--- src/rtl/write_burst_scheduler.sv ---
// Command-side sequencer for write_fsm: queues write commands and drives
// wr_en, burst length, CRC mode, interamble flag and gap cycle by cycle.
module write_burst_scheduler #(
  parameter int DEPTH              = 4,
  parameter int INTERAMBLE_MAX_GAP = 2,
  parameter int CW                 = 3
) (
  input  logic          i_clk,
  input  logic          i_rst,
  input  logic          i_enable,
  input  logic          i_cmd_valid,
  output logic          o_cmd_ready,
  input  logic [1:0]    i_cmd_bl,
  input  logic          i_cmd_crc,
  input  logic [3:0]    i_cmd_gap,
  output logic          o_wr_en,
  output logic [1:0]    o_burstlength,
  output logic          o_crc_generate,
  output logic          o_interamble,
  output logic [3:0]    o_gap,
  output logic          o_busy,
  output logic [CW-1:0] o_fifo_count
);

  localparam int AW = $clog2(DEPTH);
  localparam logic [3:0] IA_MAX = 4'(INTERAMBLE_MAX_GAP);

  typedef enum logic [1:0] {S_IDLE, S_WAIT, S_BURST} state_t;

  // bl8 is the normalised burst code: only 2'b01 selects BL8, all else is BL16.
  typedef struct packed {
    logic       bl8;
    logic       crc;
    logic [3:0] gap;
  } cmd_t;

  state_t          state, state_nx;
  cmd_t            mem [DEPTH];
  cmd_t            cmd_in, head, cur, src;
  logic [AW-1:0]   wr_ptr, rd_ptr;
  logic [CW-1:0]   count;
  logic [3:0]      gap_cnt, beat_cnt;
  logic            push, pop, fifo_empty, load_burst, load_wait;

  function automatic logic [3:0] burst_len(input cmd_t c);
    return (c.bl8 ? 4'd4 : 4'd8) + {3'b000, c.crc};
  endfunction

  // Handshake: a command transfers on a rising edge where i_cmd_valid and
  // o_cmd_ready are both high; ready depends only on registered count and enable.
  assign o_cmd_ready  = (count != CW'(DEPTH)) & i_enable;
  assign push         = i_cmd_valid & o_cmd_ready;
  assign cmd_in       = {(i_cmd_bl == 2'b01), i_cmd_crc, i_cmd_gap};
  assign head         = mem[rd_ptr];
  assign fifo_empty   = (count == '0);
  assign o_wr_en      = (state == S_BURST);
  assign o_busy       = (state != S_IDLE) | ~fifo_empty;
  assign o_fifo_count = count;

  always_comb begin
    state_nx   = state;
    pop        = 1'b0;
    load_burst = 1'b0;
    load_wait  = 1'b0;
    src        = head;
    case (state)
      S_IDLE: begin
        if (!fifo_empty) begin
          pop = 1'b1;
          if (head.gap == 4'd0) begin
            state_nx   = S_BURST;
            load_burst = 1'b1;
          end else begin
            state_nx  = S_WAIT;
            load_wait = 1'b1;
          end
        end
      end
      S_WAIT: begin
        src = cur;
        if (gap_cnt <= 4'd1) begin
          state_nx   = S_BURST;
          load_burst = 1'b1;
        end
      end
      S_BURST: begin
        if (beat_cnt <= 4'd1) begin
          if (!fifo_empty) begin
            pop = 1'b1;
            if (head.gap == 4'd0) begin
              load_burst = 1'b1;
            end else begin
              state_nx  = S_WAIT;
              load_wait = 1'b1;
            end
          end else begin
            state_nx = S_IDLE;
          end
        end
      end
      default: state_nx = S_IDLE;
    endcase
  end

  always_ff @(posedge i_clk) begin
    if (i_enable && push) mem[wr_ptr] <= cmd_in;
  end

  always_ff @(posedge i_clk or negedge i_rst) begin
    if (!i_rst) begin
      state          <= S_IDLE;
      wr_ptr         <= '0;
      rd_ptr         <= '0;
      count          <= '0;
      cur            <= '0;
      gap_cnt        <= '0;
      beat_cnt       <= '0;
      o_burstlength  <= 2'b00;
      o_crc_generate <= 1'b0;
      o_interamble   <= 1'b0;
      o_gap          <= 4'd0;
    end else if (i_enable) begin
      state <= state_nx;
      if (push) wr_ptr <= wr_ptr + 1'b1;
      if (pop)  rd_ptr <= rd_ptr + 1'b1;
      case ({push, pop})
        2'b10:   count <= count + 1'b1;
        2'b01:   count <= count - 1'b1;
        default: count <= count;
      endcase

      if (load_wait) begin
        cur     <= head;
        gap_cnt <= head.gap;
      end else if (state == S_WAIT) begin
        gap_cnt <= gap_cnt - 1'b1;
      end

      if (load_burst) begin
        beat_cnt       <= burst_len(src);
        o_burstlength  <= src.bl8 ? 2'b01 : 2'b00;
        o_crc_generate <= src.crc;
      end else if (state == S_BURST) begin
        beat_cnt <= beat_cnt - 1'b1;
      end

      // Look-ahead to the next queued burst so write_fsm can plan its ending.
      if (state == S_BURST) begin
        if (fifo_empty) begin
          o_gap        <= 4'd0;
          o_interamble <= 1'b0;
        end else begin
          o_gap        <= head.gap;
          o_interamble <= (head.gap != 4'd0) && (head.gap <= IA_MAX);
        end
      end
    end
  end

endmodule

--- config.mk ---
export PLATFORM = sky130hd
export DESIGN_NAME = write_burst_scheduler
export DESIGN_NICKNAME = d
export VERILOG_FILES = /design/src/rtl/write_burst_scheduler.sv
export SDC_FILE = /design/constraint.sdc
export NUM_CORES = 1
export LEC_CHECK = 0
export ABC_AREA = 1
export BUFFER_PORTS_ARGS = -buffer_cell sky130_fd_sc_hd__buf_4
export CAP_MARGIN = 10
export CORE_UTILIZATION = 50
export CTS_BUF_LIST = sky130_fd_sc_hd__clkbuf_8
export CTS_CLUSTER_SIZE = 28
export DETAILED_ROUTE_END_ITERATION = 8
export GPL_ROUTABILITY_DRIVEN = 0
export PLACE_DENSITY = 0.71
export SLEW_MARGIN = 10
export SYNTH_ARGS = -nofsm -noshare
export SYNTH_HDL_FRONTEND = slang
export SYNTH_SLANG_ARGS = --single-unit
--- constraint.sdc ---
create_clock -name i_clk -period 2.8 [get_ports i_clk]
set_input_delay 0.42 -clock i_clk [delete_from_list [all_inputs] [get_ports i_clk]]
set_output_delay 0.42 -clock i_clk [all_outputs]
set_load 0.01 [all_outputs]
# Yosys cells after proc, flatten, opt, wreduce, memory -nomap -nowiden
# Memory sizes are Yosys's and may differ from the RTL's.
# Index checks and enable logic that the tools add are counted.
# Widths: inputs -> output; s select.
[op_classes]
n_eq_ne = 10
magnitude_cmp = 3
muxes = 31
n_addsub = 7
n_bitwise = 4
n_reduce_logical = 19
[op_table]
columns = ["cell", "count"]
rows = [
  ["$mux 4", 6],
  ["$reduce_and 2->1", 8],
  ["$mux 1", 13],
  ["$mux 2", 6],
  ["$le 4x1->1 const B", 2],
  ["$reduce_bool 2->1", 4],
  ["$sub 4x1->4 const B", 2],
  ["$eq 2x1->1 const B", 3],
  ["$mux 6", 1],
  ["$ne 3x3->1 const B", 2],
  ["$pmux 2 s3", 1],
  ["$pmux 3 s2", 1],
  ["$reduce_and 5->1", 1],
  ["$add 2x1->2 const B", 2],
  ["$add 4x1->4", 1],
  ["$eq 2x2->1 const B", 2],
  ["$le 4x2->1 const B", 1],
  ["$logic_not 4->1", 1],
  ["$ne 2x2->1 const B", 2],
  ["$pmux 1 s2", 2],
  ["$reduce_bool 4->1", 1],
  ["$add 3x1->3 const B", 1],
  ["$logic_not 3->1", 1],
  ["$pmux 1 s3", 1],
  ["other kinds (7)", 9],
]
[word_totals]
mem_bits_rw = 24
regBits = 31
out_inout_bits = 14
n_memories = 1
[memory_table]
columns = ["memory", "words", "word_bits", "read_ports", "rd_clocked_by_memory_dff", "wr", "line", "source"]
rows = [
  ["mem", 4, 6, 1, 0, 1, "38", "cmd_t mem [DEPTH];"],
]

# Depth between registers and ports, before layout
# An unclocked memory read counts as a cell.
[logic_depth]
word_depth = 8
mapped_depth = 13

# Least setup slack after synthesis
# No wires, ideal clock.
[synth_timing]
path_kind = "input port to flip-flop"
startpoint = "input i_enable"
endpoint = "register count[2] (netlist: o_fifo_count[2])"
path_stages = 10
t_arrival_ps = 2017
setup_time_ps = 126
setup_slack_ps = 656
cell_sequence = "buf_2 inv_1 a31oi_1 nand2_1 ha_1 nor2_1 inv_1 a21oi_1 o21ai_0 xnor2_1"
[synth_between]
elab_chain_cells = 5
word_cells_on_any_way = 7
classes_between = "eq/ne: 2; mux: 1; bitwise: 2; reduce/logical: 2"
[synth_lines]
columns = ["item", "line", "source"]
rows = [
  ["start, declared", "10", "input logic i_enable,"],
  ["$and 1x1->1 *", "51", "assign o_cmd_ready = (count != CW'(DEPTH)) & i_enable;"],
  ["net o_cmd_ready", "12", "output logic o_cmd_ready,"],
  ["$and 1x1->1 *", "52", "assign push = i_cmd_valid & o_cmd_ready;"],
  ["$eq 2x1->1 / $eq 2x2->1 (equally long branches)", "126", "case ({push, pop})"],
  ["$reduce_bool 2->1 (no source line)", "-", ""],
  ["$reduce_and 2->1 (no source line)", "-", ""],
  ["end signal, assigned", "127", "2'b10: count <= count + 1'b1;"],
  ["end signal, assigned", "128", "2'b01: count <= count - 1'b1;"],
  ["end signal, assigned", "129", "default: count <= count;"],
  ["end, declared", "41", "logic [CW-1:0] count;"],
]
# The timed path passes the listed nets; every way through them passes the cells marked *.
# A chain may end at the register's enable or synchronous reset.

# Worst setup path in the final report
[layout_timing]
startpoint = "register beat_cnt[0]"
endpoint = "register count[2] (netlist: o_fifo_count[2])"
[layout_between]
elab_chain_cells = 6
word_cells_on_any_way = 8
classes_between = "order compare: 1; eq/ne: 2; mux: 3; reduce/logical: 2"
[layout_lines]
columns = ["item", "line", "source"]
rows = [
  ["start, declared", "42", "logic [3:0] gap_cnt, beat_cnt;"],
  ["start signal, assigned", "140", "beat_cnt <= burst_len(src);"],
  ["start signal, assigned", "144", "beat_cnt <= beat_cnt - 1'b1;"],
  ["$le 4x1->1 *", "87", "if (beat_cnt <= 4'd1) begin"],
  ["$mux 1 *", "87", ""],
  ["$pmux 1 s2 *", "66", "case (state)"],
  ["$eq 2x1->1 / $eq 2x2->1 (equally long branches)", "126", ""],
  ["$reduce_bool 2->1 (no source line)", "-", ""],
  ["$reduce_and 2->1 (no source line)", "-", ""],
]
# Every way passes the cells marked *; elsewhere a longest branch is shown, timed or not.

==> results.md <==
- Outcome: complete, no violations
- Post-synth EDFFs: 24
- # rows: 25
- Final hold slack: 0.009466 ns
- Fraction of registers with async set/reset: 52.00%
- Max cap viols: 0
- Synth Cell Area: 2490 µm²
- Fin. Hold Viols: 0
- Vias in the first global route: 1721
- Grt met2 use: 33.54%
- Fin crit period: 2.407 ns
- Post-synthesis adder-cell area fraction: ~5.3%
- CTS Sinks: 50
- Unrepaired setup endpoints after global routing: no
- CTS tree: built
- Synth Area in Compound Gates: 5.477%
- Pin count of the biggest net entering global routing: 27
- Least-Margin Pin Slew: 0.5960 ns
- Commonest cells after routing, fill and taps aside: nand2_1 (71), inv_1 (27), nand3_1 (26), dfrtp_1 (26)
- Slew HR: roughly three fifths
- Drt initial violations: 62
- Ys Warns: 0
- Reg clk slew, reported paths: approximately 0.090 ns
- Placed Instances: 349
- Post-CTS Setup Repair Bufs: 0
- Core Footprint: 4755 µm²
- Met1 GRT Util: about a quarter
- Clk buf depth: 2
- Count of non-filler cells in the finished layout: approximately 360
- R2r setup slk: ~0.4 ns
- Layout area overhead: 13.62%
- Worst setup EP type: flop
- WL per Instance: 13.53 µm
- Period utilization: 85.96%
- Die Y: 72.57 µm
- Worst EP required: about 3.0 ns
- Detail Route Antenna Nets: 0
- Inserted Clock Buffers: 5
- Initial antenna violation count: 0
- Post-DP HPWL: approximately 3500 µm
- FF-to-FF path depth: 12
- Average cell area after synthesis: 9.467 µm²
- First-pass DRT Iterations: 4
- Slew Limit Fails: 0
- Top FF cell, synth: dfrtp_1
- GRT Total Usage: 20.32%
- Die area: 5266 µm²
- Clock Latency Late Sink: approximately 0.31 ns
- Vias: 1819
- Post-synthesis mux area share: 0%
- Most common cell after layout, fill and taps aside: nand2_1
- Met3 GRT Util: 4.444%
- Buffers on Ports: 23
- Seq/Total Area, Yosys: 55.08%
- Total wire length: 4830 µm
- Root buffer cell: clkbuf_8
- Cell taking the most area after synthesis: edfxtp_1
- Min-delay worst type: in -> async
- Final nets: just over 300
- Syn Nets: around 280
- Hold Buf Count CTS: 0
- Critical setup path kind: reg -> reg
- Total global routing overflow: 0
- PostCTS Resize Cnt: 0
- Setup TNS: 0 ns
- Drc violations: 0
- Seq cells post-synth: 50
- Fraction of layout cells with a size suffix above 1: 15.52%
- Layout Skew: 0.01118 ns
- CTS H-tree depth: 2
- Startpoint type of the worst setup path: flop
- Grt peak-use layer: met2
- Pleak: 1.339 nW
- Synth unique cells: 30
- First-pass GRT wire length: 7935 µm
- Width of the chip: ~73 µm
- Synth top area cells: edfxtp_1 (29%), dfrtp_1 (26%), nand2_1 (11%)
- Post-Synthesis Cells: 263
- Worst EP arrival: between 2 and 3 ns
- Initial core utilization: a little over half
- Largest family of logic cells by synthesized area: simple AND/OR/NAND/NOR gates
- Final setup viols: 0
- Largest fanout on the critical path: 4
- # diodes: 0
- Highest clock rate: 415.5 MHz
- PD cells: 1124 nW/µm²
- Ports: 25
- Design Power: ~3.2 mW
- Simple-Gate Fraction of Synth Area: 25.28%
- Max rail drop VDD: 511.6 µV
- Vias per cell: 5.095
- Post-Synth XOR/XNOR Area: about 3.2%
- Post-synth top area share: 28.94%
==> logic make-up after synthesis <==
family                     count (synthesis)
buffers and inverters                     32
xor gates and xnor gates                   9
adders and majority gates                 10
other                                      1
AOI/OAI and AO/OA                         26
DFF                                       50
and+or+nand+nor                          135
==> critical path, stage by stage (launching register included) <==
cell and delay, ns:
dfrtp_1 0.43, inv_1 0.10, ha_1 0.18, o21ai_0 0.12
nand2_1 0.09, nand3_1 0.16, inv_1 0.19, ha_1 0.16
inv_1 0.07, fa_1 0.40, a21oi_1 0.16, o21ai_0 0.11
xnor2_1 0.14
==> sequential cells by signal, indices dropped and copies added, names as in the netlist, 3 cells and up <==
signal and count:
o_gap 4, beat_cnt 4, gap_cnt 4, o_fifo_count 3, mem 24
==> synth_stat cells, types with 2 or more instances <==
| library cell | instances |
|---|---|
| edfxtp_1 | 24 |
| nor3_1 | 4 |
| nor2_1 | 19 |
| nand3_1 | 26 |
| buf_4 | 2 |
| xnor2_1 | 2 |
| ha_1 | 9 |
| nand2_2 | 6 |
| buf_2 | 2 |
| dfrtp_1 | 26 |
| xor2_1 | 7 |
| o21ai_0 | 17 |
| nand2_1 | 71 |
| o21ai_1 | 2 |
| a21oi_1 | 4 |
| nand2_4 | 3 |
| inv_1 | 26 |
==> final timing paths <==
check	to	from
min in group i_clk	mem[1][3]	i_cmd_gap[3]
worst max-delay path	o_fifo_count[2]	beat_cnt[0]
worst min-delay path	o_gap[0]	i_rst
worst min register to register	o_crc_generate	o_crc_generate
worst max register to register	o_fifo_count[2]	beat_cnt[0]
max in group asynchronous	o_fifo_count[0]	i_rst
==> report_power, final <==
part	internal, mW	switching (mW)
sequential	0.991	0.160
clock	0.265	0.245
combinational	0.557	0.962
total	1.81	1.37
==> metal layers <==
layer,part of all wire (%),up-vias
li1,-,907
met1,45,850
met3,4.7,12
met5,0,-
met4,1.8,0
met2,49,50
==> through the flow <==
stage          instance area [µm²]  worst slack [ns]  util (%)
2_1_floorplan                 2490            0.6564         -
3_3_place_gp                  2718            0.5349     57.16
3_5_place_dp                  2718            0.4302     57.16
4_1_cts                       2829            0.3970     59.50
5_1_grt                       2829            0.2176     59.50
6_report                      2829            0.3931     59.50
==> cell type report <==
type                    count  area (µm²)
clock inverters             3       42.54
repair buffers             24       180.2
multi-input cells         181       980.9
well taps                  67       83.83
fillers                   440        1926
clock buffers               5       68.82
flip-flops and latches     50        1371
inverters                  27       101.3
Power figures use the tool's default switching activity.
